$ cat src/rtl/morse_player.sv
// Morse letter player: plays up to five short/long/gap symbols on tone,
// with unit-based mark/space timing, letter gap, done/err pulses and abort.
module morse_player #(
  parameter int UNIT_CYCLES = 12_500_000
) (
  input  logic       clk,
  input  logic       rst,
  input  logic       start,
  input  logic [9:0] code_in,
  input  logic       abort,
  output logic       ready,
  output logic       tone,
  output logic       done,
  output logic       err,
  output logic [2:0] sym_idx
);

  typedef enum logic [2:0] {IDLE, MARK, SPACE, LGAP, DONE} state_t;

  localparam logic [23:0] UNIT_LAST = 24'(UNIT_CYCLES - 1);

  state_t      state, state_n;
  logic [23:0] cnt, cnt_n;
  logic [2:0]  mult, mult_n;
  logic [2:0]  units, units_n;
  logic [2:0]  left, left_n;
  logic [2:0]  sym, sym_n;
  logic        skip, skip_n;
  logic [9:0]  code, code_n;
  logic [2:0]  lz;
  logic [9:0]  aligned;
  logic        accept, load, phase_end;
  logic [1:0]  ld;

  function automatic logic [2:0] lead_zeros(input logic [9:0] c);
    logic [2:0] n;
    logic       hit;
    n   = '0;
    hit = 1'b0;
    for (int i = 4; i >= 0; i--) begin
      if (c[2*i +: 2] != 2'b00) hit = 1'b1;
      if (!hit) n = n + 3'd1;
    end
    return n;
  endfunction

  assign lz        = lead_zeros(code_in);
  assign aligned   = code_in << {lz, 1'b0};
  assign ready     = (state == IDLE) || (state == DONE);
  assign done      = (state == DONE);
  assign err       = (state == SPACE) && skip;
  assign sym_idx   = sym;
  assign accept    = start && ready && !abort;
  // a skipped 01 symbol lasts exactly one cycle regardless of units
  assign phase_end = skip ||
                     ((cnt == UNIT_LAST) && (mult == units - 3'd1));

  // next-state: unit timing, symbol sequencing, accept and abort
  always_comb begin
    state_n = state;
    cnt_n   = cnt;
    mult_n  = mult;
    units_n = units;
    skip_n  = skip;
    code_n  = code;
    left_n  = left;
    sym_n   = sym;
    load    = 1'b0;
    ld      = code[9:8];
    if (state == MARK || state == SPACE || state == LGAP) begin
      if (cnt == UNIT_LAST) begin
        cnt_n  = '0;
        mult_n = mult + 3'd1;
      end else begin
        cnt_n = cnt + 24'd1;
      end
    end
    unique case (state)
      IDLE: ;
      MARK:
        if (phase_end) begin
          state_n = SPACE;
          units_n = 3'd1;
          cnt_n   = '0;
          mult_n  = '0;
        end
      SPACE:
        if (phase_end) begin
          cnt_n  = '0;
          mult_n = '0;
          if (left != 3'd0) begin
            load   = 1'b1;
            ld     = code[7:6];
            code_n = {code[7:0], 2'b00};
            left_n = left - 3'd1;
            sym_n  = sym + 3'd1;
          end else begin
            state_n = LGAP;
            units_n = 3'd2;
            skip_n  = 1'b0;
          end
        end
      LGAP:
        if (phase_end) state_n = DONE;
      DONE:
        state_n = IDLE;
      default:
        state_n = IDLE;
    endcase
    if (accept) begin
      sym_n = '0;
      if (lz == 3'd5) begin
        state_n = DONE;
        code_n  = '0;
        left_n  = '0;
      end else begin
        load   = 1'b1;
        ld     = aligned[9:8];
        code_n = aligned;
        left_n = 3'd4 - lz;
      end
    end
    // every symbol load picks its phase and length from the pair
    if (load) begin
      state_n = ld[1] ? MARK : SPACE;
      units_n = (ld == 2'b11) ? 3'd3 :
                (ld == 2'b10) ? 3'd1 : 3'd7;
      skip_n  = (ld == 2'b01);
      cnt_n   = '0;
      mult_n  = '0;
    end
    if (abort && state != IDLE) state_n = IDLE;
    if (state_n == IDLE) begin
      cnt_n   = '0;
      mult_n  = '0;
      units_n = '0;
      skip_n  = 1'b0;
      code_n  = '0;
      left_n  = '0;
      sym_n   = '0;
    end
  end

  // state, counters and registered tone
  always_ff @(posedge clk or posedge rst) begin
    if (rst) begin
      state <= IDLE;
      cnt   <= '0;
      mult  <= '0;
      units <= '0;
      skip  <= 1'b0;
      code  <= '0;
      left  <= '0;
      sym   <= '0;
      tone  <= 1'b0;
    end else begin
      state <= state_n;
      cnt   <= cnt_n;
      mult  <= mult_n;
      units <= units_n;
      skip  <= skip_n;
      code  <= code_n;
      left  <= left_n;
      sym   <= sym_n;
      tone  <= (state_n == MARK);
    end
  end

endmodule

$ cat config.mk
export PLATFORM = sky130hd
export DESIGN_NAME = morse_player
export DESIGN_NICKNAME = d
export VERILOG_FILES = /design/src/rtl/morse_player.sv
export SDC_FILE = /design/constraint.sdc
export NUM_CORES = 1
export LEC_CHECK = 0
export BUFFER_PORTS_ARGS = -buffer_cell sky130_fd_sc_hd__buf_2
export CAP_MARGIN = 10
export CELL_PAD_IN_SITES_DETAIL_PLACEMENT = 1
export CELL_PAD_IN_SITES_GLOBAL_PLACEMENT = 2
export CORE_MARGIN = 2
export CORE_UTILIZATION = 34
export DETAILED_ROUTE_END_ITERATION = 8
export PLACE_DENSITY_LB_ADDON = 0.1
export RECOVER_POWER = 100
export SLEW_MARGIN = 10
export SYNTH_ARGS = -nofsm -noshare
export SYNTH_HDL_FRONTEND = slang
export SYNTH_SLANG_ARGS = --single-unit
$ cat constraint.sdc
create_clock -name clk -period 2.3 [get_ports clk]
set_input_delay 0.345 -clock clk [delete_from_list [all_inputs] [get_ports clk]]
set_output_delay 0.345 -clock clk [all_outputs]
set_load 0.02 [all_outputs]
==> summary.md <==
| Metric | Value |
|---|---|
| Post-synthesis sequential area ratio | `0.408` |
| Worst hold path class | `in -> async` |
| Ports | `21` |
| Reg clk slew, reported paths | `100 ps` |
| Max transition margin | `0.139` |
| Synth cell types | `54` |
| Slowest stage cell, crit path | `ha_1` |
| Chip width | `98.9 um` |
| Synthesis-stage register bit count | `50` |
| Share of cells above drive strength 1 | `0.439` |
| FMAX | `336 MHz` |
| Finish-stage setup viols | `50` |
| Starting Density | `0.351` |
| First-pass GRT wire length | `15,300 um` |
| Cell Area, Synth | `0.00306 mm^2` |
| Worst Path Arrival | `3220 ps` |
| Max_cap viols | `0` |
| Clock buffer depth | `2` |
| Max-slew violations | `0` |
| R2R Setup Slk | `-360 ps` |
| CP Buf/Inv Count | `3` |
| # H-tree levels | `2` |
| RSZ-0062 raised after global routing | `yes` |
| Worst Path Required | `2540 ps` |
| Crit share post-route | `1.30` |
| Commonest cells after routing, fill and taps aside | `buf_4, dfrtp_1, nor2_1` |
| Ys async rst share | `1.00` |
| Compound-gate portion of the synthesized area | `0.158` |
| Initial antenna violation count | `0` |
| Core region area | `0.00872 mm^2` |
| Total GRT Usage | `0.193` |
| Cell row count | `34` |
| Peak VDD IR | `0.000461 V` |
| Final setup margin | `-680 ps` |
| Leak | `0.00201 uW` |
| Die height | `98.9 um` |
| Drt pass-1 iters | `4` |
| Worst-margin pin slew | `1290 ps` |
| Diodes inserted | `0` |
| Routed met2 length | `4520 um` |
| Largest net degree at the start of global routing | `51` |
| Routability cong. | `0.814` |
| Post-synth EDFFs | `0` |
| Routed WL | `9200 um` |
| Synthesized net count | `360` |
| Later-pin clock latency in the skew report | `310 ps` |
| Slowest stage delay, CP | `310 ps` |
| Vias in the first global route | `3,033` |
| Detailed Route Iter0 Violations | `68` |
| CTS Buf Count | `5` |
| Clock sink count | `50` |
| IO buf count | `20` |
| Simple-gate share of the synthesized area | `0.234` |
| Final core utilization | `0.522` |
| DR vias/cell | `5.06` |
| Nets@finish | `484` |
| DRC Markers | `0` |
| Setup CP Type | `in -> reg` |
| Aggregate global routing overflow | `0` |
| Endpoints failing hold | `0` |
| Post-route cell area | `0.00456 mm^2` |
| HPWL Detailed | `6760 um` |
| Final Skew | `12.9 ps` |
| Synth Area in Adders | `0.0327` |
| Met3 wire length | `180 um` |
| PD cells | `810 mW/mm^2` |
| Failing checks | `negative setup slack` |
| Xor/xnor share of the synthesized area | `0.102` |
| Routed len/inst | `16.1 um` |
| Nature of the critical path endpoint | `flip-flop` |
| Commonest non-fill, non-tap cell in the layout | `buf_4` |
| TritonCTS clock tree | `yes` |
| Synth Instances | `338` |
| Fin crit period | `2980 ps` |
| Mux cell area share after synthesis | `0.0233` |
| Met1 wire length | `4380 um` |
| Synth warn | `0` |
| Crit path max-delay family | `compound AO/OA/AOI/OAI gates` |
| Cell Area, Placed | `0.00400 mm^2` |
| Main combinational cell family by area after synthesis | `simple AND/OR/NAND/NOR gates` |
| Pwr Total | `3690 uW` |
| Status | `finished with violations` |
| Top FF cell, synth | `dfrtp_1` |
| Area grow syn2layout | `48.7%` |
| Crit path launch type | `input port` |
| CP Max Fanout | `5` |
| Pre-CTS setup slack | `-987 ps` |
| Top Metal Used | `met4` |
| Cells after DPL | `547` |
| Routed Antenna Nets | `0` |
| Non-Filler Instances | `570` |
| Synthesized area per cell | `9.07 um^2` |
| Vias | `2,882` |
| CP cell instances | `buf_8 -> o31a_1 -> ha_1 -> inv_1 -> a21boi_2 -> ha_2 -> nor3b_4 -> xor2_2 -> a31oi_4 -> a211oi_2 -> a21oi_4 -> nand2b_4 -> or2_4 -> clkbuf_16 -> nor2_4` |
| Clock Tree Root | `clkbuf_8` |
| Die Footprint | `0.00979 mm^2` |
-- per-layer routing --
layer	vias to the layer above	track usage
met3	9	0.0262
li1	1417	-
met2	29	0.314
met1	1427	0.271
met5	-	0
met4	0	0.0474
-- Yosys cell counts (all sizes together) (2+ instances only) --
master,number,area [um^2]
nor2,61,254
a211oi,3,27.5
buf,5,43.8
o32ai,2,17.5
o31a,4,35.0
ha,8,100
nand2,31,116
nand4,6,37.5
mux2i,6,60.1
nor3,6,30.0
o21ai,12,60.1
nor4,2,18.8
and2,4,25.0
a21oi,13,76.3
inv,16,60.1
clkbuf,7,26.3
o21a,6,45.0
nand3,12,60.1
or2,4,25.0
a32o,2,20.0
dfrtp,50,1250
xor2,16,140
o311ai,2,35.0
a31oi,2,12.5
xnor2,17,149
a21boi,2,15.0
o31ai,2,15.0
nand2b,4,32.5
and3,4,25.0
o21ba,2,20.0
o22ai,6,37.5
nor4b,4,35.0
o211ai,2,15.0
and4,3,26.3
-- power by group --
part | total [uW] | internal, uW | switching (uW)
Combinational | 2070 | 994 | 1080
Clock | 522 | 211 | 311
Sequential | 1100 | 1010 | 83.6
-- state kept, by name, indices dropped and copies added, names as in the netlist --
signal	count
cnt	24
code	9
left	3
mult	3
skip	1
state	3
sym_idx	3
tone	1
units	3
-- cells by family (layout without fill, tap and decap cells) --
| kind of cell | Yosys count | after routing |
|---|---|---|
| AO/OA/AOI/OAI | 66 | 66 |
| XOR/XNOR | 34 | 34 |
| adder cells (fa/ha/maj) | 8 | 8 |
| buffers and inverters | 28 | 152 |
| flip-flops | 50 | 50 |
| multiplexers | 7 | 7 |
| AND/OR/NAND/NOR | 145 | 145 |
-- worst min-delay path, cell delays in order --
cell and delay, ps:
buf_2 100, inv_1 40, clkbuf_2 940
-- path summary, 6_finish.rpt --
check,endpoint,depth (start not counted),start
worst min-delay path,cnt[22]$_DFF_PP0_,3,rst
worst max register to register,code[0]$_DFFE_PP0P_,13,cnt[0]$_DFF_PP0_
worst max-delay path,cnt[21]$_DFF_PP0_,15,code_in[6]
min in group clk,code[3]$_DFFE_PP0P_,1,code[3]$_DFFE_PP0P_
max in group asynchronous,code[8]$_DFFE_PP0P_,3,rst
worst min register to register,code[3]$_DFFE_PP0P_,1,code[3]$_DFFE_PP0P_
-- area by class of cell --
class	instances	area, um^2
Fill cell	1013	4170
Multi-Input combinational cell	260	2040
Sequential cell	50	1250
Timing Repair Buffer	129	991
Tap cell	108	135
Clock buffer	5	68.8
Inverter	16	60.1
Clock inverter	2	13.8
-- repair_timing --
action / 4_1_cts / 5_1_grt
cloned: 0 / 3
hold buffers: 0 / 0
resized for setup: 39 / 48
buffers inserted: 9 / 9
setup endpoints to repair: 50 / 50
pin swaps: 22 / 40
-- per-stage QoR --
stage,hold slack [ps],TNS [ps]
global route,529,-32790
detailed placement,482,-44520
global placement,474,-38800
finish,454,-27950
floorplan,465,-33610
CTS,228,-21320
No activity file was read; power rests on OpenSTA's default activity.
